[config.mk]
export PLATFORM = sky130hd
export DESIGN_NAME = serial_subtractor
export DESIGN_NICKNAME = d
export VERILOG_FILES = /design/src/rtl/serial_subtractor_pkg.sv /design/src/rtl/serial_subtractor_fs.sv /design/src/rtl/serial_subtractor.sv
export SDC_FILE = /design/constraint.sdc
export NUM_CORES = 1
export LEC_CHECK = 0
export ABC_CLOCK_PERIOD_IN_PS = 1800
export CAP_MARGIN = 5
export CORE_ASPECT_RATIO = 0.9
export CORE_MARGIN = 4
export CORE_UTILIZATION = 51
export CTS_CLUSTER_SIZE = 30
export DETAILED_ROUTE_END_ITERATION = 10
export PLACE_DENSITY = 0.78
export SKIP_LAST_GASP = 1
export SLEW_MARGIN = 20
export SYNTH_ARGS = -nofsm -noshare
export SYNTH_HDL_FRONTEND = slang
export SYNTH_SLANG_ARGS = --single-unit
[constraint.sdc]
create_clock -name clk -period 1.8 [get_ports clk]
set_input_delay 0.54 -clock clk [delete_from_list [all_inputs] [get_ports clk]]
set_output_delay 0.54 -clock clk [all_outputs]
set_load 0.02 [all_outputs]
[src/rtl/serial_subtractor_pkg.sv]
// Purpose : shared types and helpers for the bit-serial subtractor.
// Latency : n/a (package only).
// Backpressure: n/a; start is ignored while busy, there is no stall input.
package serial_subtractor_pkg;

    // Control FSM encoding.
    typedef enum logic [1:0] {
        ST_IDLE = 2'd0,
        ST_RUN  = 2'd1,
        ST_DONE = 2'd2
    } state_e;

    // Bit-counter width for a given operand width (counts 0..width-1).
    function automatic int calc_cnt_w(input int width);
        return (width <= 2) ? 1 : $clog2(width);
    endfunction

endpackage

[src/rtl/serial_subtractor_fs.sv]
// Purpose : single-bit full subtractor cell, x - y - bin.
// Latency : combinational, zero cycles.
// Backpressure: none.
// Ports   : x, y, bin in; d (difference bit), bout (borrow out) out.
module serial_subtractor_fs (
    input  logic x,
    input  logic y,
    input  logic bin,
    output logic d,
    output logic bout
);

    assign d    = x ^ y ^ bin;
    // Borrow when y exceeds x, or when x==y and a borrow comes in.
    assign bout = (~x & y) | (~(x ^ y) & bin);

endmodule

[src/rtl/serial_subtractor.sv]
// Purpose : bit-serial unsigned subtractor, diff = a - b, LSB first, one full-subtractor cell.
// Latency : done pulses WIDTH cycles after the accepting edge; one result per WIDTH+1 cycles.
// Backpressure: start is accepted only while busy=0 (IDLE or DONE); starts during RUN are dropped.
// Ports   : clk, rst_n (async active-low); start/a/b request; busy, done, diff, borrow results.
module serial_subtractor
    import serial_subtractor_pkg::*;
#(
    parameter int WIDTH = 8
) (
    input  logic             clk,
    input  logic             rst_n,
    input  logic             start,
    input  logic [WIDTH-1:0] a,
    input  logic [WIDTH-1:0] b,
    output logic             busy,
    output logic             done,
    output logic [WIDTH-1:0] diff,
    output logic             borrow
);

    localparam int CNT_W = calc_cnt_w(WIDTH);
    localparam logic [CNT_W-1:0] CNT_LAST = CNT_W'(WIDTH - 1);

    state_e           state_q,  state_d;
    logic [WIDTH-1:0] sa_q,     sa_d;
    logic [WIDTH-1:0] sb_q,     sb_d;
    logic [WIDTH-1:0] diff_q,   diff_d;
    logic [CNT_W-1:0] cnt_q,    cnt_d;
    logic             bor_q,    bor_d;     // running borrow between bit slices
    logic             borrow_q, borrow_d;  // published final borrow
    logic             busy_q,   busy_d;
    logic             done_q,   done_d;

    logic fs_d;
    logic fs_bout;

    serial_subtractor_fs u_fs (
        .x    (sa_q[0]),
        .y    (sb_q[0]),
        .bin  (bor_q),
        .d    (fs_d),
        .bout (fs_bout)
    );

    always_comb begin
        state_d  = state_q;
        sa_d     = sa_q;
        sb_d     = sb_q;
        diff_d   = diff_q;
        cnt_d    = cnt_q;
        bor_d    = bor_q;
        borrow_d = borrow_q;
        busy_d   = busy_q;
        done_d   = 1'b0;

        case (state_q)
            ST_IDLE, ST_DONE: begin
                if (start) begin
                    sa_d    = a;
                    sb_d    = b;
                    bor_d   = 1'b0;
                    cnt_d   = '0;
                    busy_d  = 1'b1;
                    state_d = ST_RUN;
                end else begin
                    state_d = ST_IDLE;
                end
            end
            ST_RUN: begin
                // Difference bits enter at the MSB; after WIDTH shifts bit 0 lands at diff[0].
                diff_d = {fs_d, diff_q[WIDTH-1:1]};
                bor_d  = fs_bout;
                sa_d   = sa_q >> 1;
                sb_d   = sb_q >> 1;
                cnt_d  = cnt_q + CNT_W'(1);
                if (cnt_q == CNT_LAST) begin
                    state_d  = ST_DONE;
                    busy_d   = 1'b0;
                    done_d   = 1'b1;
                    borrow_d = fs_bout;
                end
            end
            default: begin
                state_d = ST_IDLE;
                busy_d  = 1'b0;
            end
        endcase
    end

    always_ff @(posedge clk or negedge rst_n) begin
        if (!rst_n) begin
            state_q  <= ST_IDLE;
            sa_q     <= '0;
            sb_q     <= '0;
            diff_q   <= '0;
            cnt_q    <= '0;
            bor_q    <= 1'b0;
            borrow_q <= 1'b0;
            busy_q   <= 1'b0;
            done_q   <= 1'b0;
        end else begin
            state_q  <= state_d;
            sa_q     <= sa_d;
            sb_q     <= sb_d;
            diff_q   <= diff_d;
            cnt_q    <= cnt_d;
            bor_q    <= bor_d;
            borrow_q <= borrow_d;
            busy_q   <= busy_d;
            done_q   <= done_d;
        end
    end

    assign busy   = busy_q;
    assign done   = done_q;
    assign diff   = diff_q;
    assign borrow = borrow_q;

endmodule

Word level (Yosys, flattened, before mapping)
Cells that the tools add are included.
{"block": "totals", "ff_bits": 33, "inputBits": 19, "elab_cells": 44}
{"block": "classes", "addsub": 1, "eq_ne": 5, "muxes": 16, "n_bitwise": 7, "reduce_logical": 6}
{"op": "$pmux W8 S2", "count": 2}
{"op": "$mux W8", "count": 2}
{"op": "$mux W1", "count": 6}
{"op": "$pmux W3 S2", "count": 1}
{"op": "$reduce_and A2 Y1", "count": 3}
{"op": "$ne A2 B2 Y1 const B", "count": 2}
{"op": "$pmux W1 S2", "count": 2}
{"op": "$pmux W2 S2", "count": 1}
{"op": "$add A3 B1 Y3 const B", "count": 1}
{"op": "$eq A3 B3 Y1 const B", "count": 1}
{"op": "$mux W3", "count": 1}
{"op": "$and A1 B1 Y1", "count": 2}
{"op": "$eq A2 B1 Y1 const B", "count": 1}
{"op": "$eq A2 B2 Y1 const B", "count": 1}
{"op": "$logic_not A2 Y1", "count": 1}
{"op": "$mux W2", "count": 1}
{"op": "$not A1 Y1", "count": 2}
{"op": "$reduce_bool A2 Y1", "count": 1}
{"op": "$reduce_or A2 Y1", "count": 1}
{"op": "$xor A1 B1 Y1", "count": 2}
{"op": "$or A1 B1 Y1", "count": 1}

Logic depth before layout (Yosys ltp)
{"block": "logic_depth", "depth_word": 5, "depth_mapped": 5}

Cells and area by module
Synthesis repeated with hierarchy kept, for this count alone.
{"block": "hier_totals", "cells_unflattened": 154, "hier_area_um2": 1624.1}
{"mod": "serial_subtractor", "instances": 1, "cells_per_inst": 150, "area_per_inst_um2": 1592.8, "seq_area_each_um2": 825.8}
{"mod": "serial_subtractor_fs", "instances": 1, "cells_per_inst": 4, "area_per_inst_um2": 31.3, "seq_area_each_um2": 0.0}

Least setup slack after synthesis
No wires, ideal clock.
{"block": "synth_path", "path_type": "register to register", "startpoint": "reg cnt_q[0]", "endpoint": "reg cnt_q[2]", "setup_time_ns": 0.121, "arrival_time_ns": 1.240, "required_time_ns": 1.679, "slack_ns": 0.439, "stages_incl_launch_ff": 5, "path_buffers": 0, "period_less_slack_ns": 1.361, "cell_sequence": "dfrtp_1 > ha_1 > ha_1 > mux2_4 > a22o_1"}
{"block": "synth_via", "elab_chain_cells": 2}
{"item": "from (decl)", "line_no": "serial_subtractor.sv:28", "rtl": "logic [CNT_W-1:0] cnt_q, cnt_d;"}
{"item": "from (signal assigned)", "line_no": "serial_subtractor.sv:106", "rtl": "cnt_q <= cnt_d;"}
{"item": "$add A3 B1 Y3", "line_no": "serial_subtractor.sv:75", "rtl": "cnt_d = cnt_q + CNT_W'(1);"}
{"item": "$pmux W3 S2", "line_no": "serial_subtractor.sv:56", "rtl": "case (state_q)"}
Every way passes these cells.
A chain may end at the register's enable or synchronous reset.

Worst setup path after layout
{"block": "layout_path", "startpoint": "reg diff_q[6] (netlist: diff[6])", "endpoint": "out diff[6]"}
{"item": "from (decl)", "line_no": "serial_subtractor.sv:27", "rtl": "logic [WIDTH-1:0] diff_q, diff_d;"}
{"item": "from (signal assigned)", "line_no": "serial_subtractor.sv:105", "rtl": "diff_q <= diff_d;"}
{"item": "to (decl)", "line_no": "serial_subtractor.sv:17", "rtl": "output logic [WIDTH-1:0] diff,"}
No word-level cell between the ends.

==> reports/summary.md <==
Across all setup checks in the final design, the least slack found is 0.163 ns. The total wirelength of the detailed-routed design was 3.10 mm. 0 antenna diodes ended up in the layout. Global routing used 26.6% of the available met2 tracks. Setup violations remaining at the end of the flow were counted as 0. The logs give 19 for the number of placement rows and 0.726 for the weighted congestion reported at the end of routability-driven placement. The number of cells on the critical path works out to 1. The via count of the first global-routing pass is 1210. Once the clock tree was built, the setup fixing pass inserted 0 buffers.

STA classifies the critical path endpoint as an output port. The critical path in this run is classified as reg -> out. The clock drives 33 sinks.

30 I/O pins were placed. The net count of the finished layout is 193. The tools report the highest ir drop seen on vdd as 0.811 mV. The number of search-and-repair iterations in the first detailed-routing pass came out at 4. The family with the most delay on the worst path is flip-flops. The CTS root buffer was sky130_fd_sc_hd__clkbuf_4.

After global routing the overflow that remains totals 0. In this run the vertical extent of the chip is 62.3 µm. Leaving out fill and tap cells, the most frequent cell in the layout is sky130_fd_sc_hd__dfrtp_1. The global-route usage over all layers is 16.4%, and the final critical-path required period is 1.64 ns.

The worst clock skew on the final layout is 0.00658 ns. The run gives 1111 as the number of vias after detailed routing. The floorplan step set the die width to 68.3 µm. After synthesis, flip-flops and latches occupy 49.4% of the total area.

The leakage component of the power is 0.861 nW, and the mean number of vias per cell is 5.24. Counting every instance in the synthesized netlist gives 140. In the layout the commonest cells are sky130_fd_sc_hd__dfrtp_1, sky130_fd_sc_hd__mux2i_1, sky130_fd_sc_hd__clkdlybuf4s50_1. From synthesis to final layout, the design area changed by 20.1%.

The layout cell share with drive strength beyond 1 was 12.9%; the data required time of the worst path was 1.26 ns. For this run, design rule violations remaining after detail routing come to 0. Prior to clock tree synthesis, the placed netlist has a worst setup slack of 0.0108 ns. Excluding fillers, the count of instances in the completed layout stands at 212.

The post-placement cell count is 206. Timing would allow up to 611 MHz. The count of port buffers added during placement was 29. For this run, global-route usage on met1 was measured as 21.8%. The synthesized design contains 33 register bits.

The number of hold violations in the final report was 0. In this run the most used layer during global routing was met2. The H-tree was split into 2 levels. The die covers 0.00426 mm². The core region area is 0.00309 mm². TritonCTS built the clock tree. Entering global routing, the biggest net connects 40 pins. Counting cells, the worst reg-to-reg path comes to 4. For this design, the slowest cell found on the critical path is sky130_fd_sc_hd__dfrtp_1. Hold timing on the final database bottoms out at a slack of 0.520 ns. For the number of design-rule violations left by the first detailed-router iteration, the log shows 25. Max-cap violations in this run came to 0. The worst pin sits at a relative slew slack of 72.4%. A synthesized cell averages 11.9 µm². The actual transition at the worst max-transition pin is 0.414 ns. The flow ran to the end, and the final reports show no timing, DRC or antenna violations. The initial utilization of the core area, before any placement, comes to 54.1%. The design draws 0.00322 W.

Clock-pin slew was measured on the worst setup and hold paths at 0.10 ns. The clock reaches the later pin of the worst-skew pair after 0.31 ns. The first global-routing pass estimated 5.43 mm of wire. The maximum net fanout on the critical path works out to 3. The count of antenna-violating nets left after detailed routing was 0; the count of cells along the worst hold path was 1.

The signal on the critical path passes through dlygate4sd2_1. The run gives 0 ns as the total negative slack for setup checks. Setup repair after global routing left no endpoint under its margin. For this run, the slowest stage of the critical path takes 0.40 ns.

The run gives 2 as the maximum count of clock buffers along a single path. In this run, CTS created clock tree buffers numbering 5. The initial antenna violation count is 0. The number of different library cells used by synthesis comes to 21.

The buffers plus inverters on the worst setup path is 1, and the total half-perimeter wirelength after legalization and detailed placement is 2.15 mm. In the final routed layout, each cell accounts on average for 14.6 µm. The worst setup path is launched from a flop.

For this run, global-route usage on met3 was measured as 3.96%. In this run the power density over the cells is 1600 mW/mm². The count of warnings emitted by yosys is 0, and the area of the mapped netlist is 0.00167 mm². After layout, the worst path uses 90.9% of the clock period.

The number of slew-limit violations in the final report came out at 0. The number of nets handed over by synthesis was 162. The tools report the worst endpoint data arrival time as 1.10 ns.

The worst hold path belongs to the class reg -> reg.
report_power, final:
part / switching, W / internal (W)
logic: 0.000729 / 0.000791
clock network: 0.000223 / 0.000135
registers: 0.000251 / 0.00109
synthesized netlist by cell type:
| cell | number | area, µm² |
|---|---|---|
| sky130_fd_sc_hd__nand2b_1 | 1 | 6.26 |
| sky130_fd_sc_hd__buf_12 | 1 | 20.0 |
| sky130_fd_sc_hd__ha_1 | 2 | 25.0 |
| sky130_fd_sc_hd__mux2_4 | 8 | 120 |
| sky130_fd_sc_hd__dfrtp_1 | 33 | 826 |
| sky130_fd_sc_hd__nand3_1 | 3 | 15.0 |
| sky130_fd_sc_hd__a22o_1 | 3 | 26.3 |
| sky130_fd_sc_hd__inv_1 | 4 | 15.0 |
| sky130_fd_sc_hd__mux2i_1 | 18 | 180 |
| sky130_fd_sc_hd__fa_1 | 1 | 20.0 |
| sky130_fd_sc_hd__mux2_2 | 2 | 22.5 |
| sky130_fd_sc_hd__a21oi_1 | 14 | 70.1 |
| sky130_fd_sc_hd__nor2b_1 | 14 | 87.6 |
| sky130_fd_sc_hd__nand2b_4 | 1 | 13.8 |
| sky130_fd_sc_hd__buf_6 | 3 | 33.8 |
| sky130_fd_sc_hd__buf_4 | 2 | 15.0 |
| sky130_fd_sc_hd__buf_2 | 4 | 20.0 |
| sky130_fd_sc_hd__o21ai_0 | 4 | 20.0 |
| sky130_fd_sc_hd__a211oi_1 | 14 | 105 |
| sky130_fd_sc_hd__nand2_1 | 3 | 11.3 |
| sky130_fd_sc_hd__nor2_1 | 5 | 18.8 |
logic make-up (layout without fill, tap and decap cells):
logic type               after synthesis  after routing  synth area share (%)
AO/OA/AOI/OAI                         35             35                  13.2
flip-flops                            33             33                  49.4
AND/OR/NAND/NOR                       27             27                  9.13
multiplexers                          28             28                  19.3
buffers and inverters                 14             44                  6.21
adder cells (fa/ha/maj)                3              3                  2.69
state kept, by name, indices dropped and copies added, names as in the netlist:
signal	count
diff	8
sa_q	8
sb_q	8
cnt_q	3
state_q	2
bor_q	1
borrow	1
busy	1
done	1
what timing repair did:
action	CTS	global route
gates resized for setup	10	1
cloned	0	0
endpoints found under the setup margin	10	1
hold buffers	0	0
pin swaps	0	0
layout make-up:
type	count	area (µm²)
timing repair buffer	34	330
fill	262	1080
tap	42	52.6
inverter	4	15.0
clock buffer	5	37.5
clock inverter	1	5.00
sequential	33	826
multi-input combinational	93	742
per-stage QoR:
step	utilization, %	instance area, µm²
finish	65.0	2010
global route	65.0	2010
CTS	64.9	2010
detailed placement	63.9	1980
global placement	63.9	1980
floorplan	-	1670
final timing paths:
path | start | to | slack (ns)
worst max-delay path | diff[6] | diff[6] | 0.16
worst min-delay path | cnt_q[0] | cnt_q[0] | 0.52
worst max register to register | cnt_q[0] | cnt_q[2] | 0.35
worst min register to register | cnt_q[0] | cnt_q[0] | 0.52
max in group asynchronous | rst_n | sb_q[4] | 0.88
min in group asynchronous | rst_n | diff[4] | 0.62
metal layers:
layer / part of all wire, % / wire length (µm)
met1: 48 / 1500
met3: 3.6 / 113
met5: 0 / 0
met4: 0.32 / 10
met2: 48 / 1480
worst register-to-register path: stages, from the launching register on:
cell and delay [ns]:
sky130_fd_sc_hd__dfrtp_1 0.41, sky130_fd_sc_hd__ha_1 0.21, sky130_fd_sc_hd__ha_1 0.27, sky130_fd_sc_hd__mux2_4 0.27, sky130_fd_sc_hd__a22o_1 0.18
Note: power is estimated with default switching activity, not from simulation.
==> variant, RTL diff (same settings) <==
Change the parameter `WIDTH` from 8 to 12.
--- a/src/rtl/serial_subtractor.sv
+++ b/src/rtl/serial_subtractor.sv
@@ -5,7 +5,7 @@
 module serial_subtractor
     import serial_subtractor_pkg::*;
 #(
-    parameter int WIDTH = 8
+    parameter int WIDTH = 12
 ) (
     input  logic             clk,
     input  logic             rst_n,
Interface: changed (resized a, b and diff); port bits go from 30 to 42. The function was not compared with the original's and may differ.
==> variant against the original RTL <==
  * Critical path depth did not move
  * Via count increased by 41%
  * Sequential cell count increased by 13
  * Clock power increased by 72%
  * Setup slack better by 0.062 ns
  * Design area up 23%
  * Area after synthesis grew 15%
  * Worst hold slack got worse by 0.34 ns
  * Total power grew 25%
  * Core utilization increased by 5.6 points
  * Routed wire length is 34% higher
  * Sequential power increased by 32%
==> variant: results (changes against the original RTL) <==
sta:
  relSlewSlack: 0.533  # -0.191
  fmax_mhz: 635  # +4.0%
global_routing:
  met1_usage: 0.217  # -0.00107
  met2_usage: 0.328  # +0.0618
logic_synthesis:
  synth-compound-area-share: 0.117  # -0.0150
  seq_area_frac_synth: 0.601  # +0.107
  synth_area_leaders: "dfrtp_1 (60%), nand2_1 (12%), a22oi_1 (8.2%), nand3_1 (5.7%), buf_2 (2.3%)"
  muxShareOfSynthArea: 0.0104  # -0.183
  netlist_instances: 192  # +37%
power_and_ir_drop:
  seqPwrFrac: 0.437  # +0.020
  total_leakage_power_nw: 1.26  # +46%
  ir_drop_v: 0.000897  # +11%
clocking:
  cts-root-buf: "clkbuf_8"
worst_setup_path:
  worstPathArrival_ns: 1.03  # -0.07 ns
  startpoint: "diff[1]"
final_layout:
  buffers: 50  # +47%
  multi_input_cells: 130  # +40%
  drive_gt1_frac: 0.0847  # -0.0447
  multi_input_area_um2: 693  # -6.6%
  seq_area_frac: 0.466  # +0.0546
run_status:
  run_status: "finished clean"
drt:
  wl_met3_um: 298  # +160%
  drt-met1-wl_mm: 1.70  # +14%
  dr_total_vias: 1562  # +41%
  dr.first_iter.drc_count: 130  # +420%
placement:
  place_inst: 272  # +32%
-- variant: cell count changes in the layout (fill, tap and decap cells not counted), sizes merged, moves of 10 or more --
cell / unedited run / this run
a211oi: 14 / 0
a21oi: 14 / 0
a22oi: 0 / 21
dfrtp: 33 / 46
mux2: 10 / 0
mux2i: 18 / 2
nand2: 3 / 62
nand3: 3 / 22
nor2b: 14 / 1
-- variant: through the flow --
step | area, µm² | setup TNS [ns] | hold WS (ns)
2_1_floorplan | 1920 | 0 | 0.244
3_3_place_gp | 2390 | 0 | 0.457
3_5_place_dp | 2390 | -0.00137 | 0.476
4_1_cts | 2470 | 0 | 0.181
5_1_grt | 2470 | 0 | 0.203
6_report | 2470 | 0 | 0.178
-- variant: cell families (layout without fill, tap and decap cells) --
logic type	count (synthesis)	count (layout)
AND/OR/NAND/NOR	96	96
flip-flops	46	46
AO/OA/AOI/OAI	30	30
buffers and inverters	16	60
adder cells (fa/ha/maj)	2	2
multiplexers	2	2
